[src/rtl/rx_idle_insertion.sv]
// Receive-side rate compensation: elastic FIFO that emits one 64b/8b block per enabled cycle and
// refills removed-AM slots with IDLE blocks inserted ahead of an IDLE head. Optional: RX_IDLE_DELETE_EN.
module rx_idle_insertion #(
    parameter int LEN_RX_DATA = 64,
    parameter int LEN_RX_CTRL = 8,
    parameter int FIFO_DEPTH  = 16,
    parameter int PREFILL     = 8,
    parameter int LOW_TH      = 4,
    parameter int HIGH_TH     = 12
) (
    input  logic                   i_clock,
    input  logic                   i_reset,
    input  logic                   i_enable,
    input  logic                   i_valid,
    input  logic [LEN_RX_DATA-1:0] i_rx_data,
    input  logic [LEN_RX_CTRL-1:0] i_rx_ctrl,
    output logic [LEN_RX_DATA-1:0] o_rx_data,
    output logic [LEN_RX_CTRL-1:0] o_rx_ctrl,
    output logic                   o_valid,
    output logic                   o_insert,
    output logic                   o_overflow,
    output logic                   o_underflow
`ifdef RX_IDLE_DELETE_EN
    ,
    output logic                   o_delete
`endif
);

    localparam int AW = $clog2(FIFO_DEPTH);
    localparam int LW = AW + 1;
    localparam int BW = LEN_RX_DATA + LEN_RX_CTRL;

    localparam logic [LEN_RX_DATA-1:0] IDLE_DATA = {(LEN_RX_DATA / 8){8'h07}};
    localparam logic [LEN_RX_CTRL-1:0] IDLE_CTRL = '1;
    localparam logic [BW-1:0]          IDLE_BLK  = {IDLE_DATA, IDLE_CTRL};

    localparam logic [LW-1:0] DEPTH_L   = LW'(FIFO_DEPTH);
    localparam logic [LW-1:0] PREFILL_L = LW'(PREFILL);
    localparam logic [LW-1:0] LOW_L     = LW'(LOW_TH);
`ifdef RX_IDLE_DELETE_EN
    localparam logic [LW-1:0] HIGH_L    = LW'(HIGH_TH);
`endif

    if (FIFO_DEPTH < 4 || (FIFO_DEPTH & (FIFO_DEPTH - 1)) != 0) begin : g_bad_depth
        $error("rx_idle_insertion: FIFO_DEPTH must be a power of 2 and at least 4");
    end
    if (LOW_TH >= PREFILL) begin : g_bad_low
        $error("rx_idle_insertion: LOW_TH must be below PREFILL");
    end
    if (HIGH_TH <= LOW_TH || HIGH_TH >= FIFO_DEPTH) begin : g_bad_high
        $error("rx_idle_insertion: HIGH_TH must lie between LOW_TH and FIFO_DEPTH");
    end
    if (LEN_RX_DATA != 8 * LEN_RX_CTRL) begin : g_bad_width
        $error("rx_idle_insertion: one control bit per data byte expected");
    end

    typedef enum logic {
        FILL,
        RUN
    } state_t;

    state_t          state_q, state_d;
    logic [AW-1:0]   wr_ptr_q, wr_ptr_d;
    logic [AW-1:0]   rd_ptr_q, rd_ptr_d;
    logic [LW-1:0]   level_q, level_d;
    logic [BW-1:0]   blk_q, blk_d;
    logic            valid_q, valid_d;
    logic            insert_q, insert_d;
    logic            ovf_q, ovf_d;
    logic            udf_q, udf_d;
`ifdef RX_IDLE_DELETE_EN
    logic            del_q, del_d;
`endif

    logic [BW-1:0]   mem_q [FIFO_DEPTH];
    logic [BW-1:0]   head;
    logic            head_idle;
    logic            wr_en;
    logic [1:0]      pop_cnt;

    assign head      = mem_q[rd_ptr_q];
    assign head_idle = (head == IDLE_BLK);

    always_comb begin
        state_d  = state_q;
        blk_d    = blk_q;
        valid_d  = valid_q;
        insert_d = 1'b0;
        ovf_d    = 1'b0;
        udf_d    = 1'b0;
`ifdef RX_IDLE_DELETE_EN
        del_d    = 1'b0;
`endif
        wr_en    = 1'b0;
        pop_cnt  = 2'd0;

        if (i_enable) begin
            wr_en = i_valid && (level_q != DEPTH_L);
            ovf_d = i_valid && (level_q == DEPTH_L);

            // FILL acts as RUN on the very cycle the prefill level is reached, so the first
            // block leaves without an idle cycle and a steady stream keeps the level at PREFILL.
            if (state_q == RUN || level_q >= PREFILL_L) begin
                state_d = RUN;
                valid_d = 1'b1;
                if (level_q == '0) begin
                    blk_d   = IDLE_BLK;
                    udf_d   = 1'b1;
                    state_d = FILL;
                end else if (level_q < LOW_L && head_idle) begin
                    blk_d    = IDLE_BLK;
                    insert_d = 1'b1;
`ifdef RX_IDLE_DELETE_EN
                end else if (level_q >= HIGH_L && head_idle) begin
                    del_d = 1'b1;
                    if (level_q >= LW'(2)) begin
                        pop_cnt = 2'd2;
                        blk_d   = mem_q[rd_ptr_q + AW'(1)];
                    end else begin
                        pop_cnt = 2'd1;
                        blk_d   = IDLE_BLK;
                    end
`endif
                end else begin
                    pop_cnt = 2'd1;
                    blk_d   = head;
                end
            end else begin
                valid_d = 1'b0;
            end
        end

        wr_ptr_d = wr_ptr_q + AW'(wr_en);
        rd_ptr_d = rd_ptr_q + AW'(pop_cnt);
        level_d  = level_q + LW'(wr_en) - LW'(pop_cnt);
    end

    always_ff @(posedge i_clock) begin
        if (wr_en) begin
            mem_q[wr_ptr_q] <= {i_rx_data, i_rx_ctrl};
        end
    end

    always_ff @(posedge i_clock or negedge i_reset) begin
        if (!i_reset) begin
            state_q  <= FILL;
            wr_ptr_q <= '0;
            rd_ptr_q <= '0;
            level_q  <= '0;
            blk_q    <= IDLE_BLK;
            valid_q  <= 1'b0;
            insert_q <= 1'b0;
            ovf_q    <= 1'b0;
            udf_q    <= 1'b0;
`ifdef RX_IDLE_DELETE_EN
            del_q    <= 1'b0;
`endif
        end else begin
            state_q  <= state_d;
            wr_ptr_q <= wr_ptr_d;
            rd_ptr_q <= rd_ptr_d;
            level_q  <= level_d;
            blk_q    <= blk_d;
            valid_q  <= valid_d;
            insert_q <= insert_d;
            ovf_q    <= ovf_d;
            udf_q    <= udf_d;
`ifdef RX_IDLE_DELETE_EN
            del_q    <= del_d;
`endif
        end
    end

    assign o_rx_data   = blk_q[BW-1:LEN_RX_CTRL];
    assign o_rx_ctrl   = blk_q[LEN_RX_CTRL-1:0];
    assign o_valid     = valid_q;
    assign o_insert    = insert_q;
    assign o_overflow  = ovf_q;
    assign o_underflow = udf_q;
`ifdef RX_IDLE_DELETE_EN
    assign o_delete    = del_q;
`endif

endmodule

[config.mk]
export PLATFORM = sky130hd
export DESIGN_NAME = rx_idle_insertion
export DESIGN_NICKNAME = d
export VERILOG_FILES = /design/src/rtl/rx_idle_insertion.sv
export SDC_FILE = /design/constraint.sdc
export NUM_CORES = 1
export LEC_CHECK = 0
export ABC_AREA = 0
export CAP_MARGIN = 15
export CORE_MARGIN = 2
export CORE_UTILIZATION = 45
export DETAILED_ROUTE_END_ITERATION = 7
export GPL_ROUTABILITY_DRIVEN = 0
export SLEW_MARGIN = 20
export SYNTH_ARGS = -nofsm -noshare
export SYNTH_HDL_FRONTEND = slang
export SYNTH_SLANG_ARGS = --single-unit
[constraint.sdc]
create_clock -name i_clock -period 7.9 [get_ports i_clock]
set_input_delay 0.79 -clock i_clock [delete_from_list [all_inputs] [get_ports i_clock]]
set_output_delay 0.79 -clock i_clock [all_outputs]
set_load 0.05 [all_outputs]
After elaboration in Yosys (flattened, before gate mapping)
Memory sizes are Yosys's and may differ from the RTL's.
Cells that the tools add are included.

operators by class
  multiplexer cells = 19
  order comparisons = 2
  $add $sub $neg = 4
  reductions and logical operators = 6
  equal/unequal tests = 3

operators with widths
  operator              number
  $mux 72               2
  $eq 72x67->1 const B  1
  $mux 1                17
  $add 5x1->5           1
  $eq 5x5->1 const B    1
  $ge 5x4->1 const B    1
  $logic_not 5->1       1
  $lt 5x3->1 const B    1
  $ne 5x5->1 const B    1
  $sub 5x2->5           1
  $add 4x1->4           1
  $add 4x2->4           1
  $logic_and 1x1->1     3
  $reduce_and 2->1      1
  $logic_or 1x1->1      1

storage, ports and cells
  memory bits (writable) = 1152
  bits in registers = 90
  memories = 1
  logic and storage cells = 44

memory list
  memory  words  bits a word  rd ports  clocked after memory_dff  write ports  RTL line  source
  mem_q   16     72           1         0                         1            75        logic [BW-1:0] mem_q [FIFO_DEPTH];

Logic depth before layout (Yosys ltp)
Gate-level depths: netlist of run 1.
An unclocked memory read counts as a cell.

  word-level depth = 8
  mapped depth = 23

Worst setup path before layout of run 1
Ideal clock, no wire load.

  path kind = input -> register
  from = input i_valid
  to = memory mem_q[0][0] (netlist name), enable pin
  cell stages on the path = 3
  arrival time = 6.174 ns
  setup slack = 1.135 ns
  setup time = 0.590 ns
  cells stage by stage = nand3_1 -> or3_1 -> nor3_1

on the way
  cells in the longest elaborated chain, start to end = 4

ends and longest elaborated chain
  what                          RTL line  source
  start, declared               14        input logic i_valid,
  $logic_and 1x1->1             98        wr_en = i_valid && (level_q != DEPTH_L);
  $mux 1                        97        if (i_enable) begin
  $mux 1                        139       if (wr_en) begin
  $mux 1 (implied by the code)  140       mem_q[wr_ptr_q] <= {i_rx_data, i_rx_ctrl};
  end, declared                 75

Every way passes these cells.

Worst setup path in the final report of run 1
  from = register rd_ptr_q[2]
  to = register level_q[4]

on the way
  cells in the longest elaborated chain, start to end = 8

ends and longest elaborated chain
  what                    RTL line  source
  start, declared         64        logic [AW-1:0] rd_ptr_q, rd_ptr_d;
  start signal, assigned  161       rd_ptr_q <= rd_ptr_d;
  $mem_v2 16x72           n/a
  $eq 72x67->1            82        assign head_idle = (head == IDLE_BLK);
  $logic_and 1x1->1       110       end else if (level_q < LOW_L && head_idle) begin
  $mux 1                  110
  $mux 1                  106       if (level_q == '0) begin
  $mux 1                  103       if (state_q == RUN || level_q >= PREFILL_L) begin
  $mux 1                  97
  $sub 5x2->5             135       level_d = level_q + LW'(wr_en) - LW'(pop_cnt);
  named net level_d[4]    65        logic [LW-1:0] level_q, level_d;
  end signal, assigned    162       level_q <= level_d;
  end, declared           65

The timed path passes the listed nets, and every way through them passes these cells.
A chain may end at the register's enable or synchronous reset.

==> impl_results.md, run 1 <==
* DRC errors left at 0
* Max-slew headroom at 0.238
* DR WL/cell at 31.1 um
* Area leader, netlist: edfxtp_1
* Vias in the first global route at 24200
* H-tree Lvls at 4
* Via Count at 23800
* YS warnings at 0
* CP max FO at 38
* Inst Count DP at 3699
* Top_reg_cell synth: edfxtp_1
* RSZ-0062 raised after global routing: no
* Critical Path RT at 8510 ps
* Area contributors post-synth: edfxtp_1 (73%), mux4_2 (10%), mux2i_1 (3.4%)
* Initial Utilization at 0.452
* Routed wire length at 123000 um
* Vert. Die Dim at 329 um
* Reg-to-reg critical path startpoint: rd_ptr_q[2]$_DFF_PN0_
* Number of port buffers at 151
* Setup violations, final at 0
* Layout cell share with drive strength beyond 1 at 0.206
* Core area at 105000 um^2
* Leak at 17.9 nW
* Sink Count at 1242
* Clock latency on the worst-skew pair at 740 ps
* Post-DP HPWL at 67700 um
* Max frequency at 0.173 GHz
* Final Max Slew Viols at 0
* Net count of the mapped netlist at 2308
* Setup Buffers After CTS at 0
* Post-CTS resize count at 0
* Worst R2R End: level_q[4]$_DFF_PN0_
* Final hold violation count at 0
* I/O pins at 152
* Synth unique cells at 52
* Largest net degree at the start of global routing at 113
* Worst slew pin tran at 1140 ps
* Final nets at 2531
* Async SR Flop Fraction at 0.0725
* CTS tree: built
* Worst R2R Path Depth at 19
* Setup_tns at 0 ps
* Die Width at 329 um
* Cell Rows at 119
* Post-route non-filler standard cell count at 3943
* Hold Buf Count CTS at 0
* Crit share post-route at 0.733
* Clk slew on worst S/H paths at 60 ps
* Mapped Avg Cell Area at 21.4 um^2
* Final clock skew at 30.0 ps
* Congestion Overflow GR at 0
* Run status: finished, final reports clean
* Cts bufs inserted at 131
* Most frequent cells in the layout: edfxtp_1 (1152), mux4_2 (221), mux2i_1 (160), clkdlybuf4s50_1 (150), clkbuf_16 (136)
* Global-route wire length before repair at 176000 um
* Critical path class: reg -> reg
* Commonest non-fill, non-tap cell in the layout: edfxtp_1
* Area Growth Syn to Fin at 15.4%
* Synth Cell Area at 47400 um^2
* Initial antenna violation count at 12
* Antenna-violating nets left at 0
* Flops & latches, synth at 1242
* PwrDens at 372 nW/um^2
* CP arrival at 6400 ps
* EDFF count, synth at 1152
* Die Area at 108000 um^2
* Post-Synthesis Cells at 2219
* Max Cap Viol at 0
* Area share of the largest cell type after synthesis at 0.729
* Post-synthesis sequential area ratio at 0.778
* Reg2Reg Setup Slack at 2110 ps
* CTS Buffer Depth at 3
* Startpoint Class: flip-flop
* Worst min-delay path category: in -> async
* VDD IR max at 0.318 mV
* Final min period at 5790 ps
* Vias per cell at 6.02
* Total GRT Usage at 0.230
* Root Buffer: clkbuf_16
* Initial DRC Count at 2612
* Critical Path Sink Type: flip-flop
* Pre-antenna DRT Iters at 5
## layout make-up
type                            count  area (um^2)
Clock inverter                     56          404
Timing Repair Buffer              214         2130
Fill cell                        8178        50200
Multi-Input combinational cell    839         9850
Tap cell                         1391         1740
Sequential cell                  1242        36900
Clock buffer                      184         3660
Inverter                           14         52.6
Antenna cell                        3         7.51
## power breakdown
| group | total (W) | internal [W] | switching (W) |
|---|---|---|---|
| Combinational | 0.00632 | 0.00245 | 0.00387 |
| Clock | 0.00581 | 0.00335 | 0.00247 |
| Sequential | 0.00825 | 0.00780 | 0.000451 |
| Total | 0.0204 | 0.0136 | 0.00679 |
## registers in the layout, indices dropped and copies added (netlist names)
| register | count |
|---|---|
| blk_q | 72 |
| level_q | 5 |
| mem_q | 1152 |
| o_insert | 1 |
| o_overflow | 1 |
| o_underflow | 1 |
| o_valid | 1 |
| rd_ptr_q | 4 |
| state_q | 1 |
| wr_ptr_q | 4 |
## worst max-delay path: stages (launching register included)
cell and delay (ps):
dfrtp_4 640, buf_4 390, nor2b_4 900, a221oi_1 280
a22oi_1 240, nand2_1 120, nor4_1 840, nand4_1 340
nor4_2 340, nor2_1 110, ha_1 290, inv_1 60
ha_1 160, inv_1 70, fa_1 430, inv_1 80
a21oi_1 70, nor2_1 120, nor2_1 70, xor2_1 130
## logic make-up (layout without fill, tap and decap cells)
logic type / Yosys count / in the layout / share of synthesized area
flops: 1242 / 1242 / 0.778
mux: 381 / 381 / 0.139
compound gates: 275 / 275 / 0.0451
simple gates: 163 / 163 / 0.0162
buf+inv: 138 / 468 / 0.0175
fa+ha+maj: 13 / 13 / 0.00359
xor+xnor: 7 / 7 / 0.00129
other cells: 0 / 3 / 0
## how the worst max path moves through the flow
| stage | from | to | slack (ps) | depth (start not counted) |
|---|---|---|---|---|
| 6_report | rd_ptr_q[2]$_DFF_PN0_ | level_q[4]$_DFF_PN0_ | 2110 | 19 |
| 5_1_grt | rd_ptr_q[2]$_DFF_PN0_ | level_q[4]$_DFF_PN0_ | 1870 | 19 |
| 4_1_cts | rd_ptr_q[0]$_DFF_PN0_ | level_q[4]$_DFF_PN0_ | 2100 | 17 |
| 3_5_place_dp | rd_ptr_q[0]$_DFF_PN0_ | level_q[4]$_DFF_PN0_ | 2130 | 17 |
| 3_3_place_gp | rd_ptr_q[0]$_DFF_PN0_ | level_q[4]$_DFF_PN0_ | 2080 | 17 |
| 2_1_floorplan | i_valid | mem_q[0][0]$_DFFE_PP_ | 1140 | 3 |
## cell usage after synthesis, drive strengths merged, types with 6 or more instances
library cell,instances
nor2,38
dfrtp,58
a21oi,13
mux2i,160
inv,14
edfxtp,1152
a22o,49
nor3,6
clkbuf,58
nand4,8
mux4,221
nand3,14
o21ai,40
nand2,63
nor2b,6
nor4,7
a221oi,83
ha,12
dfstp,32
o22a,18
o21a,7
a22oi,44
buf,66
## per-stage QoR
stage          instance area (um^2)  worst slack [ps]  total power (W)  hold slack, ps   util
2_1_floorplan                 47400              1140           0.0126             473      -
3_3_place_gp                  50600              2080           0.0147             474  0.482
4_1_cts                       54700              2100           0.0206             170  0.521
5_1_grt                       54700              1870           0.0212             209  0.521
6_report                      54700              2110           0.0204             190  0.522
3_5_place_dp                  50600              2130           0.0147             485  0.482
## metal layers
layer | GRT usage | part of all wire | routed length [um] | up-vias
met1 | 0.325 | 0.42 | 52100 | 12900
met5 | 0 | 0.00053 | 65 | -
met3 | 0.0431 | 0.069 | 8410 | 163
met2 | 0.369 | 0.49 | 59900 | 895
li1 | - | - | - | 9790
met4 | 0.0617 | 0.019 | 2280 | 10
(Power assumes the default switching activity.)
==> inputs of run 2 (changes only) <==
clock period = 5.4 ns   (was 7.9 ns; I/O delays follow)
==> run 2 against run 1 <==
Effect of this change:
- worst setup slack worse by 1800 ps
- total power up 52%
- clock skew up 1.9 ps
- hold slack better by 210 ps
- critical path depth up 1
- die area unchanged
- combinational power up 57%
- final cell count up 1.5%
- critical path type unchanged
- highest routed layer unchanged
==> impl_results.md, run 2 (same netlist as run 1, synthesis figures left out) <==
* Run status: finished, final reports clean (unchanged)
* Cell Rows at 119 (unchanged)
* Post-DP HPWL at 69200 um (was 67700 um)
* Total GRT Usage at 0.236 (was 0.230)
* Crit-path slowest cell: dfrtp_4 (was nor2b_4)
* RSZ-0062 raised after global routing: no (unchanged)
* CP arrival at 5690 ps (was 6400 ps)
* PwrDens at 555 nW/um^2 (was 372 nW/um^2)
* Met3 capacity usage during global routing at 0.0460 (was 0.0431)
* Max-slew headroom at 0.331 (was 0.238)
* Biggest register: mem_q (unchanged)
* Leak at 18.3 nW (was 17.9 nW)
* Reg2Reg Setup Slack at 320 ps (was 2110 ps)
* Clock latency on the worst-skew pair at 730 ps (was 740 ps)
* Max frequency at 0.197 GHz (was 0.173 GHz)
* Sw power at 0.0102 W (was 0.00679 W)
* Met2 Use GR at 0.369 (about the same)
* Setup_tns at 0 ps (unchanged)
* Sink Count at 1242 (unchanged)
* Cts bufs inserted at 132 (was 131)
* Grt met1 use at 0.342 (was 0.325)
* Comb power frac at 0.320 (was 0.310)
* Global-route wire length before repair at 180000 um (was 176000 um)
* Final min period at 5080 ps (was 5790 ps)
* Critical path class: reg -> reg (unchanged)
* VDD IR max at 0.438 mV (was 0.318 mV)
* Most used cell, CP: nor2_1
* Final clock skew at 31.9 ps (was 30.0 ps)
* CP Capture Point: level_q[4]$_DFF_PN0_ (unchanged)
* Worst R2R Path Depth at 20 (was 19)
* Routed wire length at 126000 um (was 123000 um)
* Worst slew pin tran at 1000 ps (was 1140 ps)
* CTS tree: built (unchanged)
* Max FFs per register at 1152 (unchanged)
* Startpoint Class: flip-flop (unchanged)
* Most frequent cells in the layout: edfxtp_1 (1152), mux4_2 (221), mux2i_1 (160), clkdlybuf4s50_1 (150), clkbuf_16 (138) (was edfxtp_1 (1152), mux4_2 (221), mux2i_1 (160), clkdlybuf4s50_1 (150), clkbuf_16 (136))
* Root Buffer: clkbuf_16 (unchanged)
* Final hold violation count at 0 (unchanged)
* Via Count at 24300 (was 23800)
* Die Area at 108000 um^2 (unchanged)
* Number of port buffers at 151 (unchanged)
* Vias in the first global route at 24500 (was 24200)
* CTS Buffer Depth at 3 (unchanged)
* Max Cap Viol at 0 (unchanged)
* DRC errors left at 0 (unchanged)
* Pre-antenna DRT Iters at 5 (unchanged)
* Reg-to-reg critical path startpoint: rd_ptr_q[2]$_DFF_PN0_ (unchanged)
* I/O pins at 152 (unchanged)
* Initial DRC Count at 2727 (was 2612)
* Pre-CTS setup slack at 219 ps (was 2130 ps)
* Area Growth Syn to Fin at 17.5% (was 15.4%)
* Gr busiest metal: met2 (unchanged)
* Sequential Power Share at 0.388 (was 0.405)
* H-tree Lvls at 4 (unchanged)
* Sw frac at 0.330 (was 0.333)
* CP cell instances: and2_1 -> buf_4 -> a22o_1 -> a221oi_1 -> buf_4 -> nor2_1 -> and4_1 -> nand4_1 -> nor4_2 -> nor2_1 -> ha_1 -> inv_1 -> ha_1 -> inv_1 -> fa_1 -> inv_1 -> a21oi_1 -> nor2_1 -> nor2_1 -> xor2_1 (was buf_4 -> nor2b_4 -> a221oi_1 -> a22oi_1 -> nand2_1 -> nor4_1 -> nand4_1 -> nor4_2 -> nor2_1 -> ha_1 -> inv_1 -> ha_1 -> inv_1 -> fa_1 -> inv_1 -> a21oi_1 -> nor2_1 -> nor2_1 -> xor2_1)
* Layout cell share with drive strength beyond 1 at 0.225 (was 0.206)
* Worst setup margin at 320 ps (was 2110 ps)
* WHS at 401 ps (was 190 ps)
* Core area at 105000 um^2 (unchanged)
* Clk slew on worst S/H paths at 60 ps (about the same)
* CP max FO at 19 (was 38)
* Pint at 0.0207 W (was 0.0136 W)
* Final nets at 2588 (was 2531)
* Critical Path RT at 6010 ps (was 8510 ps)
* Largest regs: mem_q x1152, blk_q x72, level_q x5 (unchanged)
* Largest net degree at the start of global routing at 73 (was 113)
* Vias per cell at 6.06 (was 6.02)
* Worst R2R End: level_q[4]$_DFF_PN0_ (unchanged)
* Clk network pwr share at 0.291 (was 0.285)
* Antenna-violating nets left at 0 (unchanged)
* Dpl cell area at 51300 um^2 (was 50600 um^2)
* Commonest non-fill, non-tap cell in the layout: edfxtp_1 (unchanged)
* CP max stage delay at 650 ps (was 900 ps)
* Setup violations, final at 0 (unchanged)
* Congestion Overflow GR at 0 (unchanged)
* Crit share post-route at 0.941 (was 0.733)
* Critical Path Sink Type: flip-flop (unchanged)
* Final Max Slew Viols at 0 (unchanged)
* Die Width at 329 um (unchanged)
* DR WL/cell at 31.6 um (was 31.1 um)
* Finished Cell Area at 55700 um^2 (was 54700 um^2)
* Vert. Die Dim at 329 um (unchanged)
* Initial Utilization at 0.452 (unchanged)
* Initial antenna violation count at 18 (was 12)
* Critical Path Start: rd_ptr_q[2]$_DFF_PN0_ (unchanged)
* Worst min-delay path category: in -> reg (was in -> async)
==> run 2: cell types whose count changed in the layout (fill, tap and decap cells not counted), moves of 2 or more <==
cell / previous run / this run
buf_4: 54 / 86
buf_12: 7 / 33
bufinv_16: 3 / 11
clkinv_1: 23 / 18
nor3_2: 4 / 0
nor3_4: 0 / 4
buf_16: 3 / 0
clkinv_2: 18 / 15
clkbuf_16: 136 / 138
==> run 2: power groups by stage <==
stage	Combinational (W)	Clock, W	Sequential, W
after detailed placement	0.00982	0	0.0122
after floorplan	0.00559	0	0.0128
final	0.00990	0.00900	0.0120
after global routing	0.0104	0.00953	0.0121
after global placement	0.00976	0	0.0122
after CTS	0.00985	0.00915	0.0120
==> run 2: worst min-delay path by stage <==
stage                            end             startpoint  cells past startpoint
2_1_floorplan  blk_q[11]$_DFFE_PN0P_                i_reset                      0
3_3_place_gp   blk_q[60]$_DFFE_PN0P_  blk_q[60]$_DFFE_PN0P_                      2
3_5_place_dp   blk_q[60]$_DFFE_PN0P_  blk_q[60]$_DFFE_PN0P_                      2
4_1_cts         o_overflow$_DFF_PN0_                i_valid                      3
5_1_grt         o_overflow$_DFF_PN0_                i_valid                      3
6_report        o_overflow$_DFF_PN0_                i_valid                      3
==> run 2: layout make-up <==
class | instances | area [um^2]
antenna | 4 | 10.0
fill | 8147 | 49200
sequential | 1242 | 36900
inverter | 14 | 52.6
timing repair buffer | 270 | 2820
clock buffer | 186 | 3700
multi-input combinational | 839 | 9880
tap | 1391 | 1740
clock inverter | 57 | 618
==> run 2: worst max-delay path: cells and delay by family, from the launching register on <==
| family | cells | cell delay (ps) |
|---|---|---|
| xor+xnor | 1 | 150 |
| compound gates | 3 | 280 |
| buf+inv | 5 | 700 |
| simple gates | 8 | 2300 |
| flops | 1 | 650 |
| fa+ha+maj | 3 | 870 |
==> run 2: metal layers <==
metal	wire, um	vias to the layer above	part of all wire
li1	-	9933	-
met1	53400	13100	0.42
met2	60400	1037	0.48
met3	10000	179	0.079
met4	2590	18	0.020
met5	114	-	0.00090
==> run 2: stage by stage <==
stage,cells,total power (W),utilization
global route,4002,0.0320,0.531
global placement,3743,0.0219,0.489
finish,4003,0.0309,0.531
floorplan,2219,0.0184,-
CTS,3987,0.0310,0.530
detailed placement,3743,0.0220,0.489
==> run 2: what timing repair did <==
action	4_1_cts	5_1_grt
setup endpoints to repair	0	1
endpoints found under the hold margin	33	0
hold buffers	1	0
buffers inserted	0	12
gates resized for setup	0	1
==> variant, RTL diff (settings of run 2) <==
Build with the macro `RX_IDLE_DELETE_EN` defined.
--- a/src/rtl/rx_idle_insertion.sv
+++ b/src/rtl/rx_idle_insertion.sv
@@ -1,5 +1,7 @@
 // Receive-side rate compensation: elastic FIFO that emits one 64b/8b block per enabled cycle and
 // refills removed-AM slots with IDLE blocks inserted ahead of an IDLE head. Optional: RX_IDLE_DELETE_EN.
+`define RX_IDLE_DELETE_EN
+
 module rx_idle_insertion #(
     parameter int LEN_RX_DATA = 64,
     parameter int LEN_RX_CTRL = 8,
Check against the original RTL (old outputs only; new: o_delete): no difference found for any inputs over 4 cycles, from zero or initial values and one cycle with i_reset low; that may be too few to reach the edited logic, so the function may still have changed.
==> variant against run 2 <==
  * Fmax shrank 3.3%
  * Sequential cell count increased by 1
  * Worst setup slack worse by 0.17 ns
  * Wire length increased by 33%
  * Synthesized area up 21%
  * Largest power group is now combinational cells
  * Largest cell class unchanged
  * Total power increased by 33%
  * Sequential share of layout area is 10 points lower
  * Count of clock-buffer cells in the layout is 14 lower
  * Design area up 18%
==> variant: results (changes against run 2) <==
| Metric | Value |
|---|---|
| Outcome | completed |
| Final #Nets | 3169 (+22%) |
| Synth area leaders | edfxtp_1 60%, mux4_2 22%, mux2i_1 3.8% |
| Global Route Usage Sum | 26.1% (+2.5 points) |
| Grt met1 use | 35.3% (+1.1 points) |
| # placed instances | 4585 (+22%) |
| Main synth FF type | edfxtp_1 |
| Distinct cells, synth | 53 (+1.9%) |
| Hold path depth | 3 (unchanged) |
| Met3 usage | 4.52% (-0.074 points) |
| Dpl hpwl | 94.8 mm (+37%) |
| Placed Area | 61400 um2 (+20%) |
| Global-route wire length before repair | 243 mm (+35%) |
| Max clock buf depth | 3 (unchanged) |
| H-Tree Depth | 4 (unchanged) |
| HP Class | primary input to flip-flop |
| Worst Path Max Fanout | 34 (+15) |
| DRC Markers | 0 (unchanged) |
| Clock Skew | 0.0346 ns (+0.00276 ns) |
| CTS root buffer | clkbuf_16 |
| CTS Buf Count | 136 (+3.0%) |
| Slew headroom | 26.7% (-6.4 points) |
| Ratio of cells with drive above 1 in the final layout | 33.3% (+11 points) |
| Maxcap violations | 0 (unchanged) |
| Most common library cells after synthesis | 1152 x edfxtp_1, 552 x mux4_2, 216 x mux2i_1 |
| Pre-CTS setup slack | -0.102 ns (-0.321 ns) |
| Crit-path slowest cell | o21ai_1 |
| Vias | 32.3k (+33%) |
| Number of setup buffers added after CTS | 0 (unchanged) |
| Vias/cell | 6.69 (+10%) |
| IO Port Bufs | 152 (+0.66%) |
| Sequential share of the synthesized area | 64.5% (-13 points) |
| Worst vdd ir | 0.520 mV (+19%) |
| Vias in the first global route | 33.6k (+37%) |
| Critical Path AT | 5.93 ns (+0.24 ns) |
| Clock Latency Late Sink | 0.78 ns (+0.05 ns) |
| Initial antenna violation count | 12 (-6) |
| Largest regs | mem_q (1152), blk_q (72), level_q (5) |
| Final slew viol count | 0 (unchanged) |
| Syn. warnings | 0 (unchanged) |
| DR iter-0 viols | 3802 (+39%) |
| Post-synth EDFFs | 1152 (unchanged) |
| Asr flop ratio synth | 7.32% (+0.075 points) |
| Worst path top cell family by delay | simple AND/OR/NAND/NOR gates |
| Largest net degree at the start of global routing | 83 (+14%) |
| Int Power | 26.2 mW (+27%) |
| Worst R2R Path Depth | 17 (-15%) |
| Routed len/inst | 34.9 um (+10%) |
| Critical path's largest stage delay | 0.64 ns |
| CTS clk-pin slew, worst paths | 0.06 ns (about the same) |
| DRT Pass-1 Iters | 5 (unchanged) |
| Post-Synthesis Cells | 2850 (+28%) |
| GR Layer Usage met2 | 42.8% (+5.9 points) |
| Pleak | 21.5 nW (+17%) |
variant: per-layer routing:
| metal | vias to the layer above | routed length [um] |
|---|---|---|
| met2 | 1567 | 83300 |
| met3 | 317 | 13300 |
| li1 | 12900 | - |
| met4 | 10 | 5250 |
| met5 | - | 59 |
| met1 | 17500 | 66600 |
variant: worst paths after layout:
kind                             start     endpoint  slack, ns
min in group asynchronous      i_reset    blk_q[67]       0.41
setup reg to reg           rd_ptr_q[1]   level_q[4]       0.15
hold reg to reg              blk_q[69]    blk_q[69]       0.48
setup / recovery           rd_ptr_q[1]   level_q[4]       0.15
max in group asynchronous      i_reset  rd_ptr_q[0]       3.75
hold / removal                 i_valid   o_overflow       0.40
variant: cell families (layout without fill, tap and decap cells):
| logic type | after synthesis | count (layout) | synth area share (%) |
|---|---|---|---|
| compound gates | 358 | 358 | 5.14 |
| xor+xnor | 9 | 9 | 0.138 |
| fa+ha+maj | 19 | 19 | 0.442 |
| buf+inv | 236 | 564 | 2.32 |
| flops | 1243 | 1243 | 64.5 |
| mux | 770 | 770 | 25.6 |
| other cells | 0 | 6 | 0 |
| simple gates | 215 | 215 | 1.89 |
variant: tightest hold or removal path: stages:
cell and delay [ns]:
clkdlybuf4s50_1 0.45, nand2_1 0.08, nor2_1 0.05
variant: cell type report:
class                   instances  area [um2]
well taps                    1650        2060
clock inverters                70         783
repair buffers                311        3220
clock buffers                 172        3690
multi-input cells            1371       19200
diodes                          6        15.0
inverters                      11        41.3
flip-flops and latches       1243       36900
fillers                      9863       59900
variant: timing repair:
action / in CTS / in global routing
hold buffers: 1 / 0
resized for setup: 2 / 5
setup endpoints to repair: 2 / 2
endpoints found under the hold margin: 42 / 0
variant: power groups by stage:
stage          sequential (mW)  combinational [mW]  clock, mW
6_report                  11.9                19.8       9.36
5_1_grt                   12.0                20.9       9.90
4_1_cts                   12.0                19.9       9.53
3_5_place_dp              12.1                19.8          0
3_3_place_gp              12.1                19.7          0
2_1_floorplan             12.9                13.0          0
